### config.mk
export PLATFORM = sky130hd
export DESIGN_NAME = exception_status_writeback
export DESIGN_NICKNAME = d
export VERILOG_FILES = /design/src/rtl/exception_status_writeback.sv
export SDC_FILE = /design/constraint.sdc
export NUM_CORES = 1
export LEC_CHECK = 0
export CORE_MARGIN = 2
export CORE_UTILIZATION = 50
export DETAILED_ROUTE_END_ITERATION = 7
export PLACE_DENSITY = 0.84
export SLEW_MARGIN = 20
export SYNTH_ARGS = -nofsm -noshare
export SYNTH_HDL_FRONTEND = slang
export SYNTH_SLANG_ARGS = --single-unit
### constraint.sdc
create_clock -name clock -period 2.74 [get_ports clock]
set_clock_uncertainty 0.15 [all_clocks]
set_input_delay 0.685 -clock clock [delete_from_list [all_inputs] [get_ports clock]]
set_output_delay 0.685 -clock clock [all_outputs]
set_load 0.01 [all_outputs]
### src/rtl/exception_status_writeback.sv
// Overflow/setx status path: carries X-stage events through X/M and M/W, overrides the
// writeback destination with $rstatus, resolves bex with forwarding, counts overflows.
module exception_status_writeback #(
    parameter int unsigned RSTATUS_REG = 30,
    parameter int unsigned CNT_W       = 16
) (
    input  logic             clock,
    input  logic             reset_n,
    input  logic             stall,
    input  logic             flush_x,
    input  logic             ovf_x,
    input  logic [31:0]      code_x,
    input  logic             setx_x,
    input  logic [26:0]      target_x,
    input  logic             bex_d,
    output logic             wb_override,
    output logic [4:0]       wb_rd,
    output logic [31:0]      wb_data,
    output logic [31:0]      rstatus,
    output logic             bex_taken,
    output logic [CNT_W-1:0] ovf_count
);

    localparam int unsigned DATA_W = 32;
    localparam int unsigned RD_W   = 5;

    logic              xm_valid_q, xm_valid_d;
    logic              xm_ovf_q,   xm_ovf_d;
    logic [DATA_W-1:0] xm_val_q,   xm_val_d;
    logic              mw_valid_q, mw_valid_d;
    logic              mw_ovf_q,   mw_ovf_d;
    logic [DATA_W-1:0] mw_val_q,   mw_val_d;
    logic [DATA_W-1:0] rstatus_q,  rstatus_d;
    logic [CNT_W-1:0]  cnt_q,      cnt_d;

    logic              evt_x_c;
    logic              is_ovf_x_c;
    logic [DATA_W-1:0] val_x_c;
    logic              retire_c;
    logic [DATA_W-1:0] fwd_c;

    // X-stage capture: overflow takes priority over setx; a flush kills both
    always_comb begin
        evt_x_c    = !flush_x && (ovf_x || setx_x);
        is_ovf_x_c = !flush_x && ovf_x;
        val_x_c    = ovf_x ? code_x : {5'b0, target_x};
    end

    assign retire_c = mw_valid_q && !stall;

    // Pipeline advance, $rstatus update and saturating event count
    always_comb begin
        xm_valid_d = xm_valid_q;
        xm_ovf_d   = xm_ovf_q;
        xm_val_d   = xm_val_q;
        mw_valid_d = mw_valid_q;
        mw_ovf_d   = mw_ovf_q;
        mw_val_d   = mw_val_q;
        rstatus_d  = rstatus_q;
        cnt_d      = cnt_q;
        if (!stall) begin
            xm_valid_d = evt_x_c;
            xm_ovf_d   = is_ovf_x_c;
            xm_val_d   = val_x_c;
            mw_valid_d = xm_valid_q;
            mw_ovf_d   = xm_ovf_q;
            mw_val_d   = xm_val_q;
        end
        if (retire_c) begin
            rstatus_d = mw_val_q;
        end
        if (retire_c && mw_ovf_q && (cnt_q != {CNT_W{1'b1}})) begin
            cnt_d = cnt_q + CNT_W'(1);
        end
    end

    always_ff @(posedge clock or negedge reset_n) begin
        if (!reset_n) begin
            xm_valid_q <= 1'b0;
            xm_ovf_q   <= 1'b0;
            xm_val_q   <= '0;
            mw_valid_q <= 1'b0;
            mw_ovf_q   <= 1'b0;
            mw_val_q   <= '0;
            rstatus_q  <= '0;
            cnt_q      <= '0;
        end else begin
            xm_valid_q <= xm_valid_d;
            xm_ovf_q   <= xm_ovf_d;
            xm_val_q   <= xm_val_d;
            mw_valid_q <= mw_valid_d;
            mw_ovf_q   <= mw_ovf_d;
            mw_val_q   <= mw_val_d;
            rstatus_q  <= rstatus_d;
            cnt_q      <= cnt_d;
        end
    end

    // bex forwarding, youngest in-flight value first
    always_comb begin
        if (xm_valid_q) begin
            fwd_c = xm_val_q;
        end else if (mw_valid_q) begin
            fwd_c = mw_val_q;
        end else begin
            fwd_c = rstatus_q;
        end
    end

    assign wb_override = mw_valid_q;
    assign wb_rd       = mw_valid_q ? RD_W'(RSTATUS_REG) : '0;
    assign wb_data     = mw_valid_q ? mw_val_q : '0;
    assign rstatus     = rstatus_q;
    assign bex_taken   = bex_d && (fwd_c != '0);
    assign ovf_count   = cnt_q;

endmodule

# == Yosys cells after proc, flatten, opt, wreduce, memory -nomap -nowiden ==
# Index checks and enable logic that the tools add are counted.
# totals
register_bits,116
input_bits,66
output_inout_bits,87
word_cells,25
# classes
add_sub_neg,1
eq_ne,1
n_mux,5
n_reduce_logical,10
# ops
op,count
two-way mux 32 bit,4
nonzero test 32 bit,1
"adder 16 x 1 -> 16 bit, second input constant",1
"!= test 16 bit, second input constant",1
logical AND 1 bit,6
two-way mux 5 bit,1
zero test 1 bit,2
logical OR 1 bit,1

# == Longest topological paths before layout ==
# Gate-level depths: netlist of the first run.
# logic_depth
ltp_word,4
depth_mapped,6
depth_no_buf,5

# == Worst setup path after synthesis of the first run ==
# OpenSTA, ideal clock, no wires.
# synth_path
path_kind,register to output
start,"register mw_valid_q, in the netlist wb_override"
end,output bex_taken
arrival_time_ps,1340
required_ps,1905
path_slack_ps,565
path_stages_with_launch,6
path_buffers,1
cell_sequence,dfrtp_1 > clkbuf_1 > nor4_1 > nand4_1 > a22oi_1 > a31oi_1
# synth_via
elab_chain_len,4
# synth_lines
item,line_no,source
from (decl),30,"logic mw_valid_q, mw_valid_d;"
from (signal assigned),91,mw_valid_q <= mw_valid_d;
two-way mux 32 bit,103,end else if (mw_valid_q) begin
two-way mux 32 bit,101,if (xm_valid_q) begin
nonzero test 32 bit,114,assign bex_taken = bex_d && (fwd_c != '0);
logical AND 1 bit,114,
to (decl),20,"output logic bex_taken,"
# Every way passes these cells.

# == Worst setup path after layout of the first run ==
# layout_path
start,register mw_val_q[11]
end,output bex_taken
# layout_via
elab_chain_len,4
# layout_lines
item,line_no,source
from (decl),32,"logic [DATA_W-1:0] mw_val_q, mw_val_d;"
from (signal assigned),93,mw_val_q <= mw_val_d;
two-way mux 32 bit,103,
two-way mux 32 bit,101,
nonzero test 32 bit,114,
logical AND 1 bit,114,
# Every way passes these cells.

==> metrics, run 1 <==
final period utilization=1.08; RePlAce Congestion=slightly above 0.9; leak pwr=3.49 nW; die area=between 10,000 and 15,000 µm²; Mean Syn Cell Area=12.0 µm²; share of layout cells above drive strength 1=0.219; Hold Worst Slack=roughly 0.35 ns; final core occ=0.744; Min-Delay Path Depth=1; width of the chip=about 110 µm; post-detailed-route via-to-cell ratio=5.60; Max-cap violations=0; GRT Resource Usage Total=0.269; maximum number of pins on one net before global-route repair=90; pwr/cell area=between 700 and 800 nW/µm²; post-synth cell types=42; final setup margin=-0.222 ns; growth of design area from synthesis to finish=45.3%; wire length of the first global-routing pass=approximately 23,000 µm; Hold Path Class=register to register; startpoint kind of the worst setup timing path=register; effective utilization at floorplan=0.512; overall power of the completed layout=6.09 mW; placeable core region=between 10,000 and 15,000 µm²; status=finished, violations left; count of filler cells inserted in the layout=approximately 640; Highest Clock Rate=about 340 MHz; most frequent cells in the layout=sky130_fd_sc_hd__clkdlybuf4s50_1, sky130_fd_sc_hd__dfrtp_1, sky130_fd_sc_hd__mux2_2, sky130_fd_sc_hd__nand2_1; maximum clock insertion buffer count=2; Post-Synthesis Net Count=507; register clock-pin slew on the reported worst setup and hold paths=0.06 ns; clk_lat worst skew=just over 0.5 ns; number of global-route vias before repair=4,343; Max H-tree Level=4; net count reported at finish=662; critical-path maximum fanout=4; startpoint of the most critical register-to-register path=wb_override; number of failing setup endpoints in the final timing report=1; most common cell after layout, fill and taps aside=sky130_fd_sc_hd__clkdlybuf4s50_1; Place WS=-0.0758 ns; worst min-delay path startpoint=ovf_count[7]; crit path DAT=~2.1 ns; overall via count from detail_route=between 4,000 and 5,000; total congestion overflow after global routing=0; endpoint of the lowest-slack register-to-register path=ovf_count[15]; CTS tree=done; depth of the worst register-to-register path=6; count of input and output buffers=around 150; total iterations of the first detailed-routing run=4; Worst Hold Endpoint=ovf_count[7]; Register-to-Register Setup Slack=slightly below 0.6 ns; post-synthesis sequential area ratio=0.551; Total Routed Length=approximately 15,000 µm; unrepaired setup endpoints after global routing=yes; initial antenna violation count=0; Warnings, synthesis=0; violations in the final reports=setup timing; Slew Limit Fails=0; cell area after synthesis=5270 µm²; clock period minus final worst setup slack=between 2 and 3 ns; top-level I/O count=roughly 150; total number of clock tree sinks=between 100 and 150; hold violation total from the final report=0; number of instances in the synthesized netlist=between 400 and 500; largest vdd supply drop=between 400 and 500 µV; Most used DFF post-synth=sky130_fd_sc_hd__dfrtp_1; Synth Register Bits=roughly 120; endpoint type of the worst setup path=primary output; dpl hpwl=between 9000 and 10,000 µm; TritonCTS buffer count=17; Clock Root Buffer=sky130_fd_sc_hd__clkbuf_8; DR WL/cell=~20 µm; Setup CP Type=register to primary output; critical path data required time=between 1.5 and 2 ns; number of enable-type register cells in the synthesized netlist=0; antenna viol nets, final=0; Post-route DRC=0; Starting DRT DRC Count=between 200 and 250; die outline height=approximately 110 µm; Async SR Flop Fraction=1.00; number of standard-cell rows in the floorplan=37; number of antenna diodes=0
-- area by class of cell --
| class | count | area, µm² | share of cell area |
|---|---|---|---|
| repair buffers | 167 | 1660 | 0.217 |
| flip-flops and latches | 116 | 2900 | 0.380 |
| inverters | 1 | 3.75 | 0.000491 |
| clock buffers | 23 | 467 | 0.0610 |
| clock inverters | 9 | 150 | 0.0196 |
| well taps | 136 | 170 | 0.0222 |
| multi-input cells | 292 | 2300 | 0.300 |
-- worst max path at each step --
stage / slack, ns / to / from / depth (start not counted)
floorplan: 0.57 / bex_taken / wb_override / 5
global placement: -0.12 / bex_taken / bex_d / 4
detailed placement: -0.08 / bex_taken / bex_d / 4
CTS: -0.09 / bex_taken / xm_val_q[23] / 5
global route: -0.29 / bex_taken / mw_val_q[11] / 5
finish: -0.22 / bex_taken / mw_val_q[11] / 5
-- power by group --
| part | internal (mW) | switching (mW) |
|---|---|---|
| sequential | 2.03 | 0.352 |
| clock | 1.54 | 0.757 |
| combinational | 0.838 | 0.565 |
| total | 4.42 | 1.67 |
-- critical path, stage by stage, from the launching register on --
cell	delay, ns
sky130_fd_sc_hd__dfrtp_1	0.42
sky130_fd_sc_hd__nor4_2	0.38
sky130_fd_sc_hd__nand4_1	0.29
sky130_fd_sc_hd__a22oi_2	0.24
sky130_fd_sc_hd__a31oi_1	0.13
sky130_fd_sc_hd__buf_2	0.17
-- cells in the mapped netlist (6+ instances only) --
cell                         n  area [µm²]
sky130_fd_sc_hd__xor2_1      7        61.3
sky130_fd_sc_hd__nand4_1    13        81.3
sky130_fd_sc_hd__buf_2      10        50.1
sky130_fd_sc_hd__buf_4       6        45.0
sky130_fd_sc_hd__mux2_2     66         743
sky130_fd_sc_hd__nor4_1     18         113
sky130_fd_sc_hd__and2_1     34         213
sky130_fd_sc_hd__dfrtp_1   116        2900
sky130_fd_sc_hd__clkbuf_1   12        45.0
sky130_fd_sc_hd__mux2i_1    27         270
sky130_fd_sc_hd__nand2_1    41         154
sky130_fd_sc_hd__o21ai_0    34         170
-- through the flow --
stage / instances / setup TNS (ns) / area [µm²]
floorplan: 440 / 0 / 5270
global placement: 710 / -0.119 / 6920
detailed placement: 710 / -0.0758 / 6920
CTS: 744 / -0.0891 / 7590
global route: 744 / -0.289 / 7650
finish: 744 / -0.222 / 7650
-- metal layers --
| layer | vias to the layer above | part of all wire | GRT usage |
|---|---|---|---|
| met4 | 0 | 0.028 | 0.0983 |
| met1 | 2096 | 0.40 | 0.348 |
| met3 | 22 | 0.052 | 0.0638 |
| met5 | - | 0 | 0 |
| met2 | 162 | 0.52 | 0.444 |
| li1 | 1887 | - | - |
-- state kept, by name (all words and copies together) (netlist names) --
signal,flops
xm_ovf_q,1
xm_val_q,32
mw_ovf_q,1
ovf_count,16
xm_valid_q,1
wb_override,1
mw_val_q,32
rstatus,32
-- cells by family (layout without fill, tap and decap cells) --
family                     Yosys count  after routing  share of synthesized area
AOI/OAI and AO/OA                   51             51                     0.0577
xor gates and xnor gates            12             12                     0.0200
adders and majority gates            1              1                    0.00238
buffers and inverters               32            200                     0.0309
DFF                                116            116                      0.551
muxes                               96             96                      0.200
other                                1              1                   0.000712
and+or+nand+nor                    131            131                      0.137
-- repair_timing --
item | in CTS | in global routing
pin swaps | 5 | 5
buffers inserted | 1 | 0
cloned | 0 | 0
endpoints found under the setup margin | 13 | 6
gates resized for setup | 31 | 13
hold endpoints to repair | 34 | 0
hold buffers | 1 | 0
(Power assumes the default switching activity.)
==> inputs of run 2 (changes only) <==
--- a/config.mk
+++ b/config.mk
@@ -6,9 +6,9 @@
 export NUM_CORES = 1
 export LEC_CHECK = 0
 export CORE_MARGIN = 2
-export CORE_UTILIZATION = 50
+export CORE_UTILIZATION = 44
 export DETAILED_ROUTE_END_ITERATION = 7
-export PLACE_DENSITY = 0.84
+export PLACE_DENSITY = 0.75
 export SLEW_MARGIN = 20
 export SYNTH_ARGS = -nofsm -noshare
 export SYNTH_HDL_FRONTEND = slang
==> metrics, run 2 (same netlist as run 1, synthesis figures left out) <==
status=finished, final reports clean; Slew Limit Fails=0; endpoint of the lowest-slack register-to-register path=ovf_count[15]; summed negative setup slack over all endpoints=0 ns; Highest Clock Rate=370 MHz; Hold Path Class=primary input to asynchronous set/reset pin; largest vdd supply drop=about 430 µV; total iterations of the first detailed-routing run=4; clock period minus final worst setup slack=2.70 ns; post-placement cell count=723; number of global-route vias before repair=slightly below 4,000; met3 Usage GRT=0.0473; Max-cap violations=0; tightest slew margin relative to the limit=0.473; transition time of the tightest slew-check pin=between 0.7 and 0.8 ns; overall via count from detail_route=between 4,000 and 5,000; leak pwr=3.35 nW; Starting DRT DRC Count=between 300 and 400; initial antenna violation count=0; growth of design area from synthesis to finish=45.0%; hold violation total from the final report=0; Post-route DRC=0; Total Routed Length=between 10,000 and 15,000 µm; total number of clock tree sinks=around 120; share of layout cells above drive strength 1=0.228; depth of the worst register-to-register path=5; gr busiest metal=met2; width of the chip=around 110 µm; count of input and output buffers=about 150; pwr/cell area=roughly 760 nW/µm²; number of standard-cell rows in the floorplan=39; maximum number of pins on one net before global-route repair=86; CTS tree=done; critical-path maximum fanout=2; overall power of the completed layout=a little under 6 mW; number of failing setup endpoints in the final timing report=0; die outline height=about 110 µm; unrepaired setup endpoints after global routing=yes; Max H-tree Level=4; most common cell after layout, fill and taps aside=sky130_fd_sc_hd__clkdlybuf4s50_1; most frequent cells in the layout=sky130_fd_sc_hd__clkdlybuf4s50_1, sky130_fd_sc_hd__dfrtp_1, sky130_fd_sc_hd__mux2_2, sky130_fd_sc_hd__nand2_1; met2 track demand over resource=0.319; top-level I/O count=about 150; critical path data required time=~1.9 ns; startpoint of the most critical register-to-register path=wb_override; crit path DAT=1.87 ns; count of filler cells inserted in the layout=between 800 and 900; endpoint type of the worst setup path=primary output; maximum clock insertion buffer count=2; GRT Resource Usage Total=0.207; net count reported at finish=between 600 and 700; antenna viol nets, final=0; total of hold buffers inserted after clock tree synthesis=0; met1 layer usage reported by global route=0.290; DR WL/cell=between 15 and 20 µm; RePlAce Congestion=approximately 0.84; dpl hpwl=~9500 µm; Register-to-Register Setup Slack=between 0.6 and 0.7 ns; effective utilization at floorplan=0.455; Clock Root Buffer=sky130_fd_sc_hd__clkbuf_16; placeable core region=approximately 12,000 µm²; wire length of the first global-routing pass=20,800 µm; startpoint kind of the worst setup timing path=register; final non-filler cell total=758; Critical Path End=bex_taken; number of antenna diodes=0; total congestion overflow after global routing=0; TritonCTS buffer count=17; register clock-pin slew on the reported worst setup and hold paths=about 0.05 ns; Setup CP Type=register to primary output; clk_lat worst skew=slightly above 0.4 ns; post-detailed-route via-to-cell ratio=5.32; crit path from=xm_val_q[1]; final period utilization=0.985; die area=approximately 13,000 µm²
run 2: power by group:
part / switching [mW] / internal, mW / leakage [nW]
registers: 0.318 / 2.04 / 1.46
clock network: 0.728 / 1.36 / 0.282
logic: 0.529 / 0.858 / 1.61
total: 1.58 / 4.25 / 3.35
run 2: per-layer routing:
layer  up-vias  routed length [µm]
met5         -                   0
met4         0                 176
met3        13                 829
met2       144                6240
met1      1964                5690
li1       1911                   -
run 2: layout make-up:
cell class	count	area (µm²)	area share
Clock buffer	24	502	0.0657
Sequential cell	116	2900	0.380
Timing Repair Buffer	174	1700	0.222
Clock inverter	8	73.8	0.00967
Multi-Input combinational cell	292	2270	0.298
Tap cell	143	179	0.0234
Inverter	1	3.75	0.000492
run 2: worst max-delay path: stages, from the launching register on:
cell and delay [ns]:
sky130_fd_sc_hd__dfrtp_1 0.39, sky130_fd_sc_hd__nor4_2 0.34, sky130_fd_sc_hd__nand4_1 0.18, sky130_fd_sc_hd__o31ai_2 0.32, sky130_fd_sc_hd__a31oi_1 0.07, sky130_fd_sc_hd__buf_2 0.16
run 2: through the flow:
stage	instance area, µm²	setup slack (ns)	hold WS, ns	utilization
final	7630	0.0398	0.0802	0.660
after global routing	7630	-0.0141	0.106	0.660
after CTS	7620	0.0619	0.0854	0.659
after detailed placement	6960	-0.107	0.334	0.602
after global placement	6960	-0.128	0.331	0.602
after floorplan	5270	0.565	0.239	-
run 2: timing repair:
item,CTS,global route
endpoints found under the setup margin,2,1
resized for setup,16,3
pin swaps,5,3
setup buffers,3,0
run 2: worst min path at each step:
stage	from	end	slack, ns
after global placement	mw_ovf_q	mw_ovf_q	0.33
final	reset_n	ovf_count[5]	0.08
after floorplan	reset_n	mw_ovf_q	0.24
after CTS	reset_n	ovf_count[7]	0.09
after global routing	reset_n	ovf_count[5]	0.11
after detailed placement	ovf_count[7]	ovf_count[7]	0.33
